==> src/rtl/axi_spi_regs_if.sv <==
// -----------------------------------------------------------------------------
// axi_spi_regs_if
// AXI4-Lite bus bundle for the SPI register front end.
//   aw*  : write address channel   (awaddr, awvalid  -> / <- awready)
//   w*   : write data channel      (wdata, wstrb, wvalid -> / <- wready)
//   b*   : write response channel  (<- bresp, bvalid / bready ->)
//   ar*  : read address channel    (araddr, arvalid  -> / <- arready)
//   r*   : read data channel       (<- rdata, rresp, rvalid / rready ->)
// Modports: master drives requests, slave drives readys and responses.
// -----------------------------------------------------------------------------
interface axi_spi_regs_if #(
    parameter int ADDR_WIDTH = 5,
    parameter int REG_WIDTH  = 32
);
    logic [ADDR_WIDTH-1:0]  awaddr;
    logic                   awvalid;
    logic                   awready;
    logic [REG_WIDTH-1:0]   wdata;
    logic [REG_WIDTH/8-1:0] wstrb;
    logic                   wvalid;
    logic                   wready;
    logic [1:0]             bresp;
    logic                   bvalid;
    logic                   bready;
    logic [ADDR_WIDTH-1:0]  araddr;
    logic                   arvalid;
    logic                   arready;
    logic [REG_WIDTH-1:0]   rdata;
    logic [1:0]             rresp;
    logic                   rvalid;
    logic                   rready;

    modport master (
        output awaddr, awvalid, input awready,
        output wdata, wstrb, wvalid, input wready,
        input bresp, bvalid, output bready,
        output araddr, arvalid, input arready,
        input rdata, rresp, rvalid, output rready
    );

    modport slave (
        input awaddr, awvalid, output awready,
        input wdata, wstrb, wvalid, output wready,
        output bresp, bvalid, input bready,
        input araddr, arvalid, output arready,
        output rdata, rresp, rvalid, input rready
    );
endinterface

==> src/rtl/axi_spi_regs.sv <==
// -----------------------------------------------------------------------------
// axi_spi_regs
// AXI4-Lite slave register front end for the SPI controller.
// Ports:
//   iclk, irst_n            clock, asynchronous active-low reset
//   s_axi                   AXI4-Lite slave bus (axi_spi_regs_if.slave)
//   ocontrol_*              CONTROL bits and one-cycle FIFO reset pulses
//   oslave_select           SSR[0]
//   istatus                 controller status word
//   otx_req/otx_data/itx_ack             TX FIFO push handshake
//   orx_req/irx_data/irx_resp/orx_ack    RX FIFO pop handshake
//   itx_occupancy/irx_occupancy          FIFO fill levels
// Register map (addr[4:2]): 0 CONTROL, 1 STATUS, 2 SSR, 3 TX_DATA,
// 4 RX_DATA, 5 TX_OCC, 6 RX_OCC; anything else reads 0 and ignores writes.
// DATA_WIDTH must be at least 7 so the captured write byte covers CONTROL.
// -----------------------------------------------------------------------------
module axi_spi_regs #(
    parameter int ADDR_WIDTH      = 5,
    parameter int REG_WIDTH       = 32,
    parameter int DATA_WIDTH      = 8,
    parameter int SR_RX_EMPTY_BIT = 0,
    parameter int SR_TX_FULL_BIT  = 3
) (
    input  logic                  iclk,
    input  logic                  irst_n,
    axi_spi_regs_if.slave         s_axi,
    output logic                  ocontrol_spi_enable,
    output logic                  ocontrol_master,
    output logic                  ocontrol_cpol,
    output logic                  ocontrol_cpha,
    output logic                  ocontrol_lsb,
    output logic                  ocontrol_tx_fifo_reset,
    output logic                  ocontrol_rx_fifo_reset,
    output logic                  oslave_select,
    input  logic [REG_WIDTH-1:0]  istatus,
    output logic                  otx_req,
    output logic [DATA_WIDTH-1:0] otx_data,
    input  logic                  itx_ack,
    output logic                  orx_req,
    input  logic [DATA_WIDTH-1:0] irx_data,
    input  logic                  irx_resp,
    output logic                  orx_ack,
    input  logic [REG_WIDTH-1:0]  itx_occupancy,
    input  logic [REG_WIDTH-1:0]  irx_occupancy
);
    localparam logic [2:0] A_CONTROL = 3'd0, A_STATUS = 3'd1, A_SSR = 3'd2, A_TX_DATA = 3'd3,
                           A_RX_DATA = 3'd4, A_TX_OCC = 3'd5, A_RX_OCC = 3'd6;
    localparam logic [1:0] RESP_OKAY = 2'b00, RESP_SLVERR = 2'b10;

    typedef enum logic [1:0] {W_IDLE, W_EXEC, W_RESP} w_state_t;
    typedef enum logic [1:0] {R_IDLE, R_EXEC, R_RESP} r_state_t;

    // ---------------- write side ----------------
    w_state_t              r_wstate, w_wstate_next;
    logic                  r_awready, w_awready_next, r_wready, w_wready_next;
    logic                  r_aw_done, w_aw_done_next, r_w_done, w_w_done_next;
    logic [2:0]            r_waddr, w_waddr_next;
    logic [DATA_WIDTH-1:0] r_wdata, w_wdata_next;
    logic                  r_wstrb0, w_wstrb0_next;
    logic                  r_bvalid, w_bvalid_next;
    logic [1:0]            r_bresp, w_bresp_next;
    logic                  r_tx_req, w_tx_req_next;
    logic [DATA_WIDTH-1:0] r_tx_data, w_tx_data_next;
    logic [4:0]            r_ctrl, w_ctrl_next;
    logic                  r_ssr, w_ssr_next, r_tx_rst, w_tx_rst_next, r_rx_rst, w_rx_rst_next;

    always_ff @(posedge iclk or negedge irst_n) begin
        if (!irst_n) begin
            r_wstate <= W_IDLE;  r_awready <= 1'b0; r_wready <= 1'b0;
            r_aw_done <= 1'b0;   r_w_done <= 1'b0;  r_waddr <= '0;
            r_wdata <= '0;       r_wstrb0 <= 1'b0;  r_bvalid <= 1'b0;
            r_bresp <= '0;       r_tx_req <= 1'b0;  r_tx_data <= '0;
            r_ctrl <= '0;        r_ssr <= 1'b0;     r_tx_rst <= 1'b0;
            r_rx_rst <= 1'b0;
        end else begin
            r_wstate <= w_wstate_next;   r_awready <= w_awready_next; r_wready <= w_wready_next;
            r_aw_done <= w_aw_done_next; r_w_done <= w_w_done_next;   r_waddr <= w_waddr_next;
            r_wdata <= w_wdata_next;     r_wstrb0 <= w_wstrb0_next;   r_bvalid <= w_bvalid_next;
            r_bresp <= w_bresp_next;     r_tx_req <= w_tx_req_next;   r_tx_data <= w_tx_data_next;
            r_ctrl <= w_ctrl_next;       r_ssr <= w_ssr_next;         r_tx_rst <= w_tx_rst_next;
            r_rx_rst <= w_rx_rst_next;
        end
    end

    always_comb begin
        w_wstate_next  = r_wstate;  w_awready_next = r_awready; w_wready_next  = r_wready;
        w_aw_done_next = r_aw_done; w_w_done_next  = r_w_done;  w_waddr_next   = r_waddr;
        w_wdata_next   = r_wdata;   w_wstrb0_next  = r_wstrb0;  w_bvalid_next  = r_bvalid;
        w_bresp_next   = r_bresp;   w_tx_req_next  = r_tx_req;  w_tx_data_next = r_tx_data;
        w_ctrl_next    = r_ctrl;    w_ssr_next     = r_ssr;
        w_tx_rst_next  = 1'b0;      // FIFO resets are single-cycle pulses
        w_rx_rst_next  = 1'b0;
        case (r_wstate)
            W_IDLE: begin
                // AW and W are captured independently; each ready drops after its own handshake.
                if (s_axi.awvalid && r_awready) begin
                    w_waddr_next   = s_axi.awaddr[4:2];
                    w_aw_done_next = 1'b1;
                end
                if (s_axi.wvalid && r_wready) begin
                    w_wdata_next  = s_axi.wdata[DATA_WIDTH-1:0];
                    w_wstrb0_next = s_axi.wstrb[0];
                    w_w_done_next = 1'b1;
                end
                w_awready_next = !w_aw_done_next;
                w_wready_next  = !w_w_done_next;
                if (w_aw_done_next && w_w_done_next) begin
                    w_aw_done_next = 1'b0;
                    w_w_done_next  = 1'b0;
                    w_wstate_next  = W_EXEC;
                end
            end
            W_EXEC: begin
                w_bresp_next = RESP_OKAY;
                if (!r_wstrb0) begin
                    w_wstate_next = W_RESP;
                end else begin
                    case (r_waddr)
                        A_CONTROL: begin
                            w_ctrl_next   = r_wdata[4:0];
                            w_tx_rst_next = r_wdata[5];
                            w_rx_rst_next = r_wdata[6];
                            w_wstate_next = W_RESP;
                        end
                        A_SSR: begin
                            w_ssr_next    = r_wdata[0];
                            w_wstate_next = W_RESP;
                        end
                        A_TX_DATA: begin
                            // Full is only judged before the request goes out; once pushing, wait for ack.
                            if (!r_tx_req) begin
                                if (istatus[SR_TX_FULL_BIT]) begin
                                    w_bresp_next  = RESP_SLVERR;
                                    w_wstate_next = W_RESP;
                                end else begin
                                    w_tx_req_next  = 1'b1;
                                    w_tx_data_next = r_wdata;
                                end
                            end else if (itx_ack) begin
                                w_tx_req_next = 1'b0;
                                w_wstate_next = W_RESP;
                            end
                        end
                        default: w_wstate_next = W_RESP;
                    endcase
                end
            end
            W_RESP: begin
                w_bvalid_next = 1'b1;
                if (r_bvalid && s_axi.bready) begin
                    w_bvalid_next  = 1'b0;
                    w_awready_next = 1'b1;
                    w_wready_next  = 1'b1;
                    w_wstate_next  = W_IDLE;
                end
            end
            default: w_wstate_next = W_IDLE;
        endcase
    end

    // ---------------- read side ----------------
    r_state_t             r_rstate, w_rstate_next;
    logic                 r_arready, w_arready_next;
    logic [2:0]           r_raddr, w_raddr_next;
    logic                 r_rvalid, w_rvalid_next;
    logic [1:0]           r_rresp, w_rresp_next;
    logic [REG_WIDTH-1:0] r_rdata, w_rdata_next, w_reg_rdata;
    logic                 r_rx_req, w_rx_req_next, r_rx_ack, w_rx_ack_next;

    always_ff @(posedge iclk or negedge irst_n) begin
        if (!irst_n) begin
            r_rstate <= R_IDLE; r_arready <= 1'b0; r_raddr <= '0;    r_rvalid <= 1'b0;
            r_rresp <= '0;      r_rdata <= '0;     r_rx_req <= 1'b0; r_rx_ack <= 1'b0;
        end else begin
            r_rstate <= w_rstate_next; r_arready <= w_arready_next; r_raddr <= w_raddr_next;
            r_rvalid <= w_rvalid_next; r_rresp <= w_rresp_next;     r_rdata <= w_rdata_next;
            r_rx_req <= w_rx_req_next; r_rx_ack <= w_rx_ack_next;
        end
    end

    always_comb begin
        w_rstate_next = r_rstate; w_arready_next = r_arready; w_raddr_next = r_raddr;
        w_rvalid_next = r_rvalid; w_rresp_next   = r_rresp;   w_rdata_next = r_rdata;
        w_rx_req_next = r_rx_req; w_rx_ack_next  = 1'b0;
        case (r_raddr)
            A_CONTROL: w_reg_rdata = {{(REG_WIDTH-5){1'b0}}, r_ctrl};
            A_STATUS:  w_reg_rdata = istatus;
            A_SSR:     w_reg_rdata = {{(REG_WIDTH-1){1'b0}}, r_ssr};
            A_TX_OCC:  w_reg_rdata = itx_occupancy;
            A_RX_OCC:  w_reg_rdata = irx_occupancy;
            default:   w_reg_rdata = '0;   // TX_DATA is write-only, unmapped reads 0
        endcase
        case (r_rstate)
            R_IDLE: begin
                w_arready_next = 1'b1;
                if (s_axi.arvalid && r_arready) begin
                    w_raddr_next   = s_axi.araddr[4:2];
                    w_arready_next = 1'b0;
                    w_rstate_next  = R_EXEC;
                end
            end
            R_EXEC: begin
                if (r_raddr == A_RX_DATA) begin
                    if (!r_rx_req) begin
                        if (istatus[SR_RX_EMPTY_BIT]) begin
                            w_rdata_next  = '0;
                            w_rresp_next  = RESP_SLVERR;
                            w_rstate_next = R_RESP;
                        end else begin
                            w_rx_req_next = 1'b1;
                        end
                    end else if (irx_resp) begin
                        w_rdata_next  = {{(REG_WIDTH-DATA_WIDTH){1'b0}}, irx_data};
                        w_rresp_next  = RESP_OKAY;
                        w_rx_req_next = 1'b0;
                        w_rx_ack_next = 1'b1;
                        w_rstate_next = R_RESP;
                    end
                end else begin
                    w_rdata_next  = w_reg_rdata;
                    w_rresp_next  = RESP_OKAY;
                    w_rstate_next = R_RESP;
                end
            end
            R_RESP: begin
                w_rvalid_next = 1'b1;
                if (r_rvalid && s_axi.rready) begin
                    w_rvalid_next  = 1'b0;
                    w_arready_next = 1'b1;
                    w_rstate_next  = R_IDLE;
                end
            end
            default: w_rstate_next = R_IDLE;
        endcase
    end

    // Byte-lane and sub-word address bits that the register map never looks at.
    logic w_unused;
    assign w_unused = &{1'b0, s_axi.wdata[REG_WIDTH-1:DATA_WIDTH], s_axi.wstrb[REG_WIDTH/8-1:1],
                        s_axi.awaddr[1:0], s_axi.araddr[1:0]};

    assign s_axi.awready = r_awready;
    assign s_axi.wready  = r_wready;
    assign s_axi.bvalid  = r_bvalid;
    assign s_axi.bresp   = r_bresp;
    assign s_axi.arready = r_arready;
    assign s_axi.rvalid  = r_rvalid;
    assign s_axi.rresp   = r_rresp;
    assign s_axi.rdata   = r_rdata;

    assign ocontrol_spi_enable    = r_ctrl[0];
    assign ocontrol_master        = r_ctrl[1];
    assign ocontrol_cpol          = r_ctrl[2];
    assign ocontrol_cpha          = r_ctrl[3];
    assign ocontrol_lsb           = r_ctrl[4];
    assign ocontrol_tx_fifo_reset = r_tx_rst;
    assign ocontrol_rx_fifo_reset = r_rx_rst;
    assign oslave_select          = r_ssr;
    assign otx_req                = r_tx_req;
    assign otx_data               = r_tx_data;
    assign orx_req                = r_rx_req;
    assign orx_ack                = r_rx_ack;
endmodule
==> src/flat_wrapper.sv <==
// flat-port wrapper written by rule: the top's interface ports become plain ports
module axi_spi_regs_flat 
#(
    parameter int ADDR_WIDTH      = 5,
    parameter int REG_WIDTH       = 32,
    parameter int DATA_WIDTH      = 8,
    parameter int SR_RX_EMPTY_BIT = 0,
    parameter int SR_TX_FULL_BIT  = 3
)
  (iclk, irst_n, ocontrol_spi_enable, ocontrol_master, ocontrol_cpol, ocontrol_cpha, ocontrol_lsb, ocontrol_tx_fifo_reset, ocontrol_rx_fifo_reset, oslave_select, istatus, otx_req, otx_data, itx_ack, orx_req, irx_data, irx_resp, orx_ack, itx_occupancy, irx_occupancy, s_axi_awaddr, s_axi_awvalid, s_axi_awready, s_axi_wdata, s_axi_wstrb, s_axi_wvalid, s_axi_wready, s_axi_bresp, s_axi_bvalid, s_axi_bready, s_axi_araddr, s_axi_arvalid, s_axi_arready, s_axi_rdata, s_axi_rresp, s_axi_rvalid, s_axi_rready);
  axi_spi_regs_if #(.ADDR_WIDTH(ADDR_WIDTH), .REG_WIDTH(REG_WIDTH)) s_axi_i ();
  input  logic iclk;
  input  logic irst_n;
  output logic ocontrol_spi_enable;
  output logic ocontrol_master;
  output logic ocontrol_cpol;
  output logic ocontrol_cpha;
  output logic ocontrol_lsb;
  output logic ocontrol_tx_fifo_reset;
  output logic ocontrol_rx_fifo_reset;
  output logic oslave_select;
  input  logic [REG_WIDTH-1:0] istatus;
  output logic otx_req;
  output logic [DATA_WIDTH-1:0] otx_data;
  input  logic itx_ack;
  output logic orx_req;
  input  logic [DATA_WIDTH-1:0] irx_data;
  input  logic irx_resp;
  output logic orx_ack;
  input  logic [REG_WIDTH-1:0] itx_occupancy;
  input  logic [REG_WIDTH-1:0] irx_occupancy;
  input wire logic [$bits(s_axi_i.awaddr)-1:0] s_axi_awaddr;
  input wire logic [$bits(s_axi_i.awvalid)-1:0] s_axi_awvalid;
  output wire logic [$bits(s_axi_i.awready)-1:0] s_axi_awready;
  input wire logic [$bits(s_axi_i.wdata)-1:0] s_axi_wdata;
  input wire logic [$bits(s_axi_i.wstrb)-1:0] s_axi_wstrb;
  input wire logic [$bits(s_axi_i.wvalid)-1:0] s_axi_wvalid;
  output wire logic [$bits(s_axi_i.wready)-1:0] s_axi_wready;
  output wire logic [$bits(s_axi_i.bresp)-1:0] s_axi_bresp;
  output wire logic [$bits(s_axi_i.bvalid)-1:0] s_axi_bvalid;
  input wire logic [$bits(s_axi_i.bready)-1:0] s_axi_bready;
  input wire logic [$bits(s_axi_i.araddr)-1:0] s_axi_araddr;
  input wire logic [$bits(s_axi_i.arvalid)-1:0] s_axi_arvalid;
  output wire logic [$bits(s_axi_i.arready)-1:0] s_axi_arready;
  output wire logic [$bits(s_axi_i.rdata)-1:0] s_axi_rdata;
  output wire logic [$bits(s_axi_i.rresp)-1:0] s_axi_rresp;
  output wire logic [$bits(s_axi_i.rvalid)-1:0] s_axi_rvalid;
  input wire logic [$bits(s_axi_i.rready)-1:0] s_axi_rready;
  assign s_axi_i.awaddr = s_axi_awaddr;
  assign s_axi_i.awvalid = s_axi_awvalid;
  assign s_axi_awready = s_axi_i.awready;
  assign s_axi_i.wdata = s_axi_wdata;
  assign s_axi_i.wstrb = s_axi_wstrb;
  assign s_axi_i.wvalid = s_axi_wvalid;
  assign s_axi_wready = s_axi_i.wready;
  assign s_axi_bresp = s_axi_i.bresp;
  assign s_axi_bvalid = s_axi_i.bvalid;
  assign s_axi_i.bready = s_axi_bready;
  assign s_axi_i.araddr = s_axi_araddr;
  assign s_axi_i.arvalid = s_axi_arvalid;
  assign s_axi_arready = s_axi_i.arready;
  assign s_axi_rdata = s_axi_i.rdata;
  assign s_axi_rresp = s_axi_i.rresp;
  assign s_axi_rvalid = s_axi_i.rvalid;
  assign s_axi_i.rready = s_axi_rready;
  axi_spi_regs #(.ADDR_WIDTH(ADDR_WIDTH), .REG_WIDTH(REG_WIDTH), .DATA_WIDTH(DATA_WIDTH), .SR_RX_EMPTY_BIT(SR_RX_EMPTY_BIT), .SR_TX_FULL_BIT(SR_TX_FULL_BIT)) u_core (.iclk(iclk), .irst_n(irst_n), .s_axi(s_axi_i), .ocontrol_spi_enable(ocontrol_spi_enable), .ocontrol_master(ocontrol_master), .ocontrol_cpol(ocontrol_cpol), .ocontrol_cpha(ocontrol_cpha), .ocontrol_lsb(ocontrol_lsb), .ocontrol_tx_fifo_reset(ocontrol_tx_fifo_reset), .ocontrol_rx_fifo_reset(ocontrol_rx_fifo_reset), .oslave_select(oslave_select), .istatus(istatus), .otx_req(otx_req), .otx_data(otx_data), .itx_ack(itx_ack), .orx_req(orx_req), .irx_data(irx_data), .irx_resp(irx_resp), .orx_ack(orx_ack), .itx_occupancy(itx_occupancy), .irx_occupancy(irx_occupancy));
endmodule
==> config.mk <==
export PLATFORM = sky130hd
export DESIGN_NAME = axi_spi_regs_flat
export DESIGN_NICKNAME = d
export VERILOG_FILES = /design/src/rtl/axi_spi_regs_if.sv /design/src/rtl/axi_spi_regs.sv /design/src/flat_wrapper.sv
export SDC_FILE = /design/constraint.sdc
export NUM_CORES = 1
export LEC_CHECK = 0
export CAP_MARGIN = 20
export CORE_AREA = 2 2 115 117
export DETAILED_ROUTE_END_ITERATION = 8
export DIE_AREA = 0 0 117 119
export PLACE_DENSITY = 0.65
export SYNTH_ARGS = -nofsm -noshare
export SYNTH_HDL_FRONTEND = slang
export SYNTH_SLANG_ARGS = --single-unit
==> constraint.sdc <==
create_clock -name iclk -period 4.6 [get_ports iclk]
set_clock_uncertainty 0.15 [all_clocks]
set_input_delay 1.38 -clock iclk [delete_from_list [all_inputs] [get_ports iclk]]
set_output_delay 1.38 -clock iclk [all_outputs]
set_load 0.005 [all_outputs]
==> results of run 1 <==
-- final timing paths --
check                                                    from                            endpoint  slack [ps]
setup / recovery                                   istatus[0]   u_core.s_axi.rdata[2]$_DFFE_PN0P_        1510
hold / removal             u_core.s_axi.rdata[10]$_DFFE_PN0P_  u_core.s_axi.rdata[10]$_DFFE_PN0P_         320
setup reg to reg                u_core.r_raddr[2]$_DFFE_PN0P_   u_core.s_axi.rdata[4]$_DFFE_PN0P_        2120
hold reg to reg            u_core.s_axi.rdata[10]$_DFFE_PN0P_  u_core.s_axi.rdata[10]$_DFFE_PN0P_         320
max in group asynchronous                              irst_n         u_core.r_w_done$_DFFE_PN0N_        2640
min in group asynchronous                              irst_n  u_core.s_axi.rdata[12]$_DFFE_PN0P_         950
-- sequential cells by signal, indices dropped and copies added (netlist names), 2 cells and up --
name                flops
u_core.s_axi.rdata     32
u_core.otx_data         8
u_core.r_wdata          8
u_core.r_ctrl           5
u_core.r_raddr          3
u_core.r_waddr          3
u_core.r_rstate         2
u_core.r_wstate         2
-- synth_stat cells, types with 3 or more instances --
| cell type | number |
|---|---|
| sky130_fd_sc_hd__inv_1 | 5 |
| sky130_fd_sc_hd__nor2_1 | 11 |
| sky130_fd_sc_hd__a211oi_1 | 4 |
| sky130_fd_sc_hd__dfrtp_1 | 79 |
| sky130_fd_sc_hd__ha_1 | 3 |
| sky130_fd_sc_hd__nor2b_1 | 4 |
| sky130_fd_sc_hd__a221o_1 | 3 |
| sky130_fd_sc_hd__and2_1 | 4 |
| sky130_fd_sc_hd__o21ai_0 | 35 |
| sky130_fd_sc_hd__a22oi_1 | 37 |
| sky130_fd_sc_hd__a21oi_1 | 5 |
| sky130_fd_sc_hd__clkbuf_1 | 10 |
| sky130_fd_sc_hd__mux2_2 | 55 |
| sky130_fd_sc_hd__buf_2 | 10 |
| sky130_fd_sc_hd__nand2_1 | 35 |
| sky130_fd_sc_hd__a221oi_1 | 3 |
-- cell families (layout without fill, tap and decap cells) --
kind of cell / Yosys count / in the layout / synth area share, %
flip-flops: 79 / 79 / 52.7
AO/OA/AOI/OAI: 98 / 98 / 17.4
buffers and inverters: 27 / 211 / 3.24
AND/OR/NAND/NOR: 67 / 67 / 9.01
adder cells (fa/ha/maj): 3 / 3 / 1.00
other: 1 / 2 / 0.100
multiplexers: 55 / 55 / 16.5
-- area by class of cell --
class	count	area [sq um]
sequential	79	1980
timing repair buffer	190	1910
tap	176	220
clock buffer	12	267
multi-input combinational	225	1660
fill	1174	6750
clock inverter	4	76.3
inverter	5	18.8
-- through the flow --
stage | cells | power, mW
2_1_floorplan | 331 | 1.96
6_report | 691 | 3.51
4_1_cts | 690 | 3.55
3_5_place_dp | 674 | 2.73
5_1_grt | 691 | 3.76
3_3_place_gp | 674 | 2.69
-- layer usage --
| layer | global-route usage (%) | share of wire [%] | wire length [um] | up-vias |
|---|---|---|---|---|
| met1 | 18.7 | 41 | 4690 | 1624 |
| met2 | 28.4 | 49 | 5550 | 138 |
| met3 | 5.19 | 9.1 | 1040 | 11 |
| li1 | - | - | - | 1570 |
| met5 | 0 | 0 | 0 | - |
| met4 | 5.29 | 1.3 | 154 | 0 |
-- placed cells by master, fill, tap and decap left out, types with 2 or more instances in the layout --
| master | synthesis | routed |
|---|---|---|
| sky130_fd_sc_hd__clkbuf_16 | 0 | 9 |
| sky130_fd_sc_hd__dfrtp_1 | 79 | 78 |
| sky130_fd_sc_hd__a221oi_1 | 3 | 3 |
| sky130_fd_sc_hd__nor3_1 | 2 | 2 |
| sky130_fd_sc_hd__and3_1 | 2 | 2 |
| sky130_fd_sc_hd__a22oi_1 | 37 | 37 |
| sky130_fd_sc_hd__bufinv_16 | 0 | 2 |
| sky130_fd_sc_hd__a21oi_1 | 5 | 5 |
| sky130_fd_sc_hd__conb_1 | 1 | 2 |
| sky130_fd_sc_hd__mux2_2 | 55 | 55 |
| sky130_fd_sc_hd__nor2_1 | 11 | 11 |
| sky130_fd_sc_hd__a22o_1 | 2 | 2 |
| sky130_fd_sc_hd__inv_1 | 5 | 5 |
| sky130_fd_sc_hd__nor2b_1 | 4 | 4 |
| sky130_fd_sc_hd__o21a_1 | 2 | 2 |
| sky130_fd_sc_hd__buf_4 | 2 | 5 |
| sky130_fd_sc_hd__a211oi_1 | 4 | 4 |
| sky130_fd_sc_hd__and2_1 | 4 | 4 |
| sky130_fd_sc_hd__o21ai_0 | 35 | 35 |
| sky130_fd_sc_hd__clkdlybuf4s50_1 | 0 | 184 |
| sky130_fd_sc_hd__clkbuf_8 | 0 | 3 |
| sky130_fd_sc_hd__ha_1 | 3 | 3 |
| sky130_fd_sc_hd__nand2_1 | 35 | 35 |
| sky130_fd_sc_hd__a221o_1 | 3 | 3 |
-- critical path, stage by stage --
cell and delay (ps):
sky130_fd_sc_hd__clkdlybuf4s50_1 550, sky130_fd_sc_hd__nand2b_1 110, sky130_fd_sc_hd__a311o_2 700, sky130_fd_sc_hd__a22oi_1 270, sky130_fd_sc_hd__o21ai_0 120
-- power breakdown --
group	switching (mW)	internal (mW)	total [mW]
Clock	0.277	0.520	0.797
Sequential	0.269	0.991	1.26
Combinational	0.595	0.862	1.46
Total	1.14	2.37	3.51
==> reports/qor.txt, run 1 <==
instance count along the most critical hold path -> 2
nature of the critical path startpoint -> primary input
top fanout value on the critical path -> 34
vias in the first global route -> 3458
pre-CTS setup slack -> 1170 ps
path type of the worst setup path -> primary input to register
required time reported for the critical path endpoint -> 4650 ps
fraction of post-synthesis cell area in the top cell type by area -> 52.7%
time the final worst path needs with I/O delays and setup -> 3090 ps
CTS clock-pin slew for the worst setup and hold paths -> 60 ps
library cells used by synthesis -> 38
ratio of routed vias to standard cells -> 4.84
CTS tree -> done
count of max-cap constraint violations -> 0
number of nets with antenna violations after routing -> 0
P&R area growth vs syn -> 63.4%
worst slew margin relative to its limit -> 39.6%
Leakage Power -> 2.49 nW
Setup Total Neg Slack -> 0 ps
count of antenna diodes in the layout -> 0
Max Transition Viols Final -> 0
setup fix buffers added after clock tree synthesis -> 0
Worst VDD drop -> 311 uV
Total Wirelength -> 11400 um
cell count after synthesis -> 330
run status -> finished clean
final hold vios -> 0
Primary FF master, synth -> sky130_fd_sc_hd__dfrtp_1
nature of the critical path endpoint -> register
first-pass GRT wire length -> 17300 um
slack of the critical path -> 1510 ps
total I/O pin count -> 219
global-route total usage across every layer -> 16.3%
total of flip-flops plus latches after synthesis -> 79
class of the most critical hold timing path -> register to register
floorplan core area -> 12900 sq um
row count -> 42
clock insertion delay at the later pin of the skew report -> 330 ps
maximum number of pins on one net before global-route repair -> 57
first-pass detailed-route iteration total -> 4
total setup violations reported at the end of the flow -> 0
final RePlAce weighted congestion -> 0.756
root buffer selected by CTS -> sky130_fd_sc_hd__clkbuf_16
Die Footprint -> 13900 sq um
Post-layout nets -> 672
post-cts sizing count -> 0
largest area contributor in the netlist -> sky130_fd_sc_hd__dfrtp_1
number of synthesized flops with an enable pin -> 0
vias after detailed routing -> 3343
depth of the CTS H-tree -> 3
maximum buffer depth of the clock tree -> 2
fraction of the yosys area taken by sequential cells -> 52.7%
area of placed instances -> 5760 sq um
Vert. Die Dim -> 119 um
die width -> 117 um
GRT Residual Overflow -> 0
signal arrival time at the worst endpoint -> 3130 ps
Synthesis Warnings -> 0
Period Utilization, post-route -> 67.1%
final cell area excluding filler cells -> 6130 sq um
r2r worst-path depth -> 5
utilization after layout -> 47.6%
HPWL Detailed -> 8270 um
Port Buffer Count -> 185
total standard cell area after synthesis -> 3750 sq um
number of remaining DRC errors -> 0
CTS hold repair buffers -> 0
total clock sinks -> 79
Avg Synthesized Cell Area -> 11.4 sq um
RSZ-0062 raised after global routing -> false
share of post-route cells with drive strength above 1 -> 16.7%
mean routed wirelength per cell -> 16.5 um
First DRT Iteration DRCs -> 138
total CTS buffers -> 9
initial antenna violation count -> 0
slew at the pin with the worst max-slew slack -> 906 ps
Post-synth ARST share -> 100%
effective utilization at floorplan -> 29.1%
biggest area contributors in the synthesized netlist -> sky130_fd_sc_hd__dfrtp_1 (53%), sky130_fd_sc_hd__mux2_2 (17%), sky130_fd_sc_hd__a22oi_1 (7.4%)
pwr/cell area -> 573 nW/um^2
Highest Clock Rate -> 324 MHz
Fin Hold WS -> 323 ps
No activity file was read; power rests on OpenSTA's default activity.
==> inputs of run 2 (changes only) <==
==> constraint.sdc (replaced) <==
create_clock -name iclk -period 3.09 [get_ports iclk]
set_clock_uncertainty 0.15 [all_clocks]
set_input_delay 0.927 -clock iclk [delete_from_list [all_inputs] [get_ports iclk]]
set_output_delay 0.927 -clock iclk [all_outputs]
set_load 0.005 [all_outputs]
==> reports/qor.txt, run 2 (synthesis gave the netlist of run 1 again) <==
run status -> finished clean
path type of the worst setup path -> primary input to register
reg-to-reg setup timing slack -> 740 ps
maximum number of pins on one net before global-route repair -> 50
final hold vios -> 0
floorplan core area -> 12900 sq um
class of the most critical hold timing path -> register to register
area of placed instances -> 5800 sq um
effective utilization at floorplan -> 29.1%
count of max-cap constraint violations -> 0
final RePlAce weighted congestion -> 0.742
First DRT Iteration DRCs -> 111
initial antenna violation count -> 0
depth of the CTS H-tree -> 3
total I/O pin count -> 219
area taken by multi-input logic gates -> 1660 sq um
footprint of the flip-flops and latches -> 1980 sq um
vias in the first global route -> 3537
final cell area excluding filler cells -> 6110 sq um
CTS hold repair buffers -> 0
top fanout value on the critical path -> 32
Worst VDD drop -> 439 uV
count of antenna diodes in the layout -> 0
GRT Residual Overflow -> 0
root buffer selected by CTS -> sky130_fd_sc_hd__clkbuf_16
Period Utilization, post-route -> 81.4%
CTS tree -> done
CTS clock-pin slew for the worst setup and hold paths -> 60 ps
Leakage Power -> 2.48 nW
time the final worst path needs with I/O delays and setup -> 2520 ps
nature of the critical path endpoint -> register
largest delay contributor family on the critical path -> compound AO/OA/AOI/OAI gates
row count -> 42
RSZ-0062 raised after global routing -> false
Setup Total Neg Slack -> 0 ps
most used cells in the layout excluding fill and tap cells -> sky130_fd_sc_hd__clkdlybuf4s50_1 (184), sky130_fd_sc_hd__dfrtp_1 (78), sky130_fd_sc_hd__mux2_2 (55)
slew at the pin with the worst max-slew slack -> 900 ps
Highest Clock Rate -> 397 MHz
Port Buffer Count -> 185
first-pass GRT wire length -> 17800 um
ordered cell list for the critical path -> clkdlybuf4s50_1, nand2b_1, a311o_2, buf_4, nand2_1, o21ai_0
total setup violations reported at the end of the flow -> 0
clock insertion delay at the later pin of the skew report -> 340 ps
setup fix buffers added after clock tree synthesis -> 0
global-route total usage across every layer -> 16.8%
Vert. Die Dim -> 119 um
post-cts sizing count -> 0
max reg flops -> 32
maximum buffer depth of the clock tree -> 2
first-pass detailed-route iteration total -> 4
number of nets with antenna violations after routing -> 0
Fin Hold WS -> 329 ps
die width -> 117 um
Max Transition Viols Final -> 0
count of fill cells added during filler insertion -> 1224
nature of the critical path startpoint -> primary input
total CTS buffers -> 9
worst slew margin relative to its limit -> 40.0%
worst stage delay on the critical path -> 680 ps
most common cell after layout, fill and taps aside -> sky130_fd_sc_hd__clkdlybuf4s50_1
Die Footprint -> 13900 sq um
total clock sinks -> 79
slowest cell on the critical path -> sky130_fd_sc_hd__a311o_2
Post-layout nets -> 675
pwr/cell area -> 841 nW/um^2
HPWL Detailed -> 8680 um
signal arrival time at the worst endpoint -> 2570 ps
ratio of routed vias to standard cells -> 4.84
number of remaining DRC errors -> 0
Total Wirelength -> 11600 um
buffering stage count on the worst path with inverters included -> 2
mean routed wirelength per cell -> 16.8 um
utilization after layout -> 47.4%
P&R area growth vs syn -> 62.8%
required time reported for the critical path endpoint -> 3150 ps
share of post-route cells with drive strength above 1 -> 17.2%
vias after detailed routing -> 3362
==> run 2: changes by cell type in the layout (fill, tap and decap cells not counted), sizes merged <==
cell	previous run	this run
buf	6	9
clkbuf	12	9
inv	5	8
bufinv	2	1
clkinv	1	2
==> run 2: through the flow <==
| stage | cells | setup slack (ps) | power, mW |
|---|---|---|---|
| after floorplan | 331 | 959 | 2.92 |
| after global placement | 678 | 224 | 4.04 |
| after detailed placement | 678 | 217 | 4.10 |
| after CTS | 694 | 580 | 5.22 |
| after global routing | 694 | 472 | 5.53 |
| final | 694 | 574 | 5.14 |
==> run 2: worst paths after layout <==
check	from	to	cells past startpoint
min in group asynchronous	irst_n	u_core.s_axi.rdata[15]$_DFFE_PN0P_	1
hold reg to reg	u_core.s_axi.rdata[31]$_DFFE_PN0P_	u_core.s_axi.rdata[31]$_DFFE_PN0P_	2
setup / recovery	istatus[0]	u_core.s_axi.rdata[9]$_DFFE_PN0P_	6
setup reg to reg	u_core.r_raddr[1]$_DFFE_PN0P_	u_core.s_axi.rdata[9]$_DFFE_PN0P_	7
max in group asynchronous	irst_n	u_core.r_ctrl[2]$_DFFE_PN0P_	2
hold / removal	u_core.s_axi.rdata[31]$_DFFE_PN0P_	u_core.s_axi.rdata[31]$_DFFE_PN0P_	2
==> run 2: cell type report <==
type	count	area share, %
sequential	79	32.4
timing repair buffer	193	31.5
multi-input combinational	225	27.2
clock buffer	9	3.69
tap	176	3.61
clock inverter	7	1.31
inverter	5	0.307
==> run 2: power by group <==
group / internal, mW / total, mW / leakage [nW] / switching (mW)
clock network: 0.637 / 1.09 / 0.148 / 0.456
registers: 1.47 / 1.83 / 1.03 / 0.354
logic: 1.29 / 2.22 / 1.31 / 0.931
total: 3.40 / 5.14 / 2.48 / 1.74
==> run 2: layer usage <==
| layer | wire, um | global-route usage [%] |
|---|---|---|
| met5 | 0 | 0 |
| met2 | 5730 | 29.5 |
| met1 | 4720 | 19.2 |
| met3 | 1020 | 5.09 |
| met4 | 157 | 5.96 |
==> run 2: worst min-delay path: stages, from the launching register on <==
cell and delay [ps]:
sky130_fd_sc_hd__dfrtp_1 340, sky130_fd_sc_hd__nand2_1 40, sky130_fd_sc_hd__o21ai_0 60
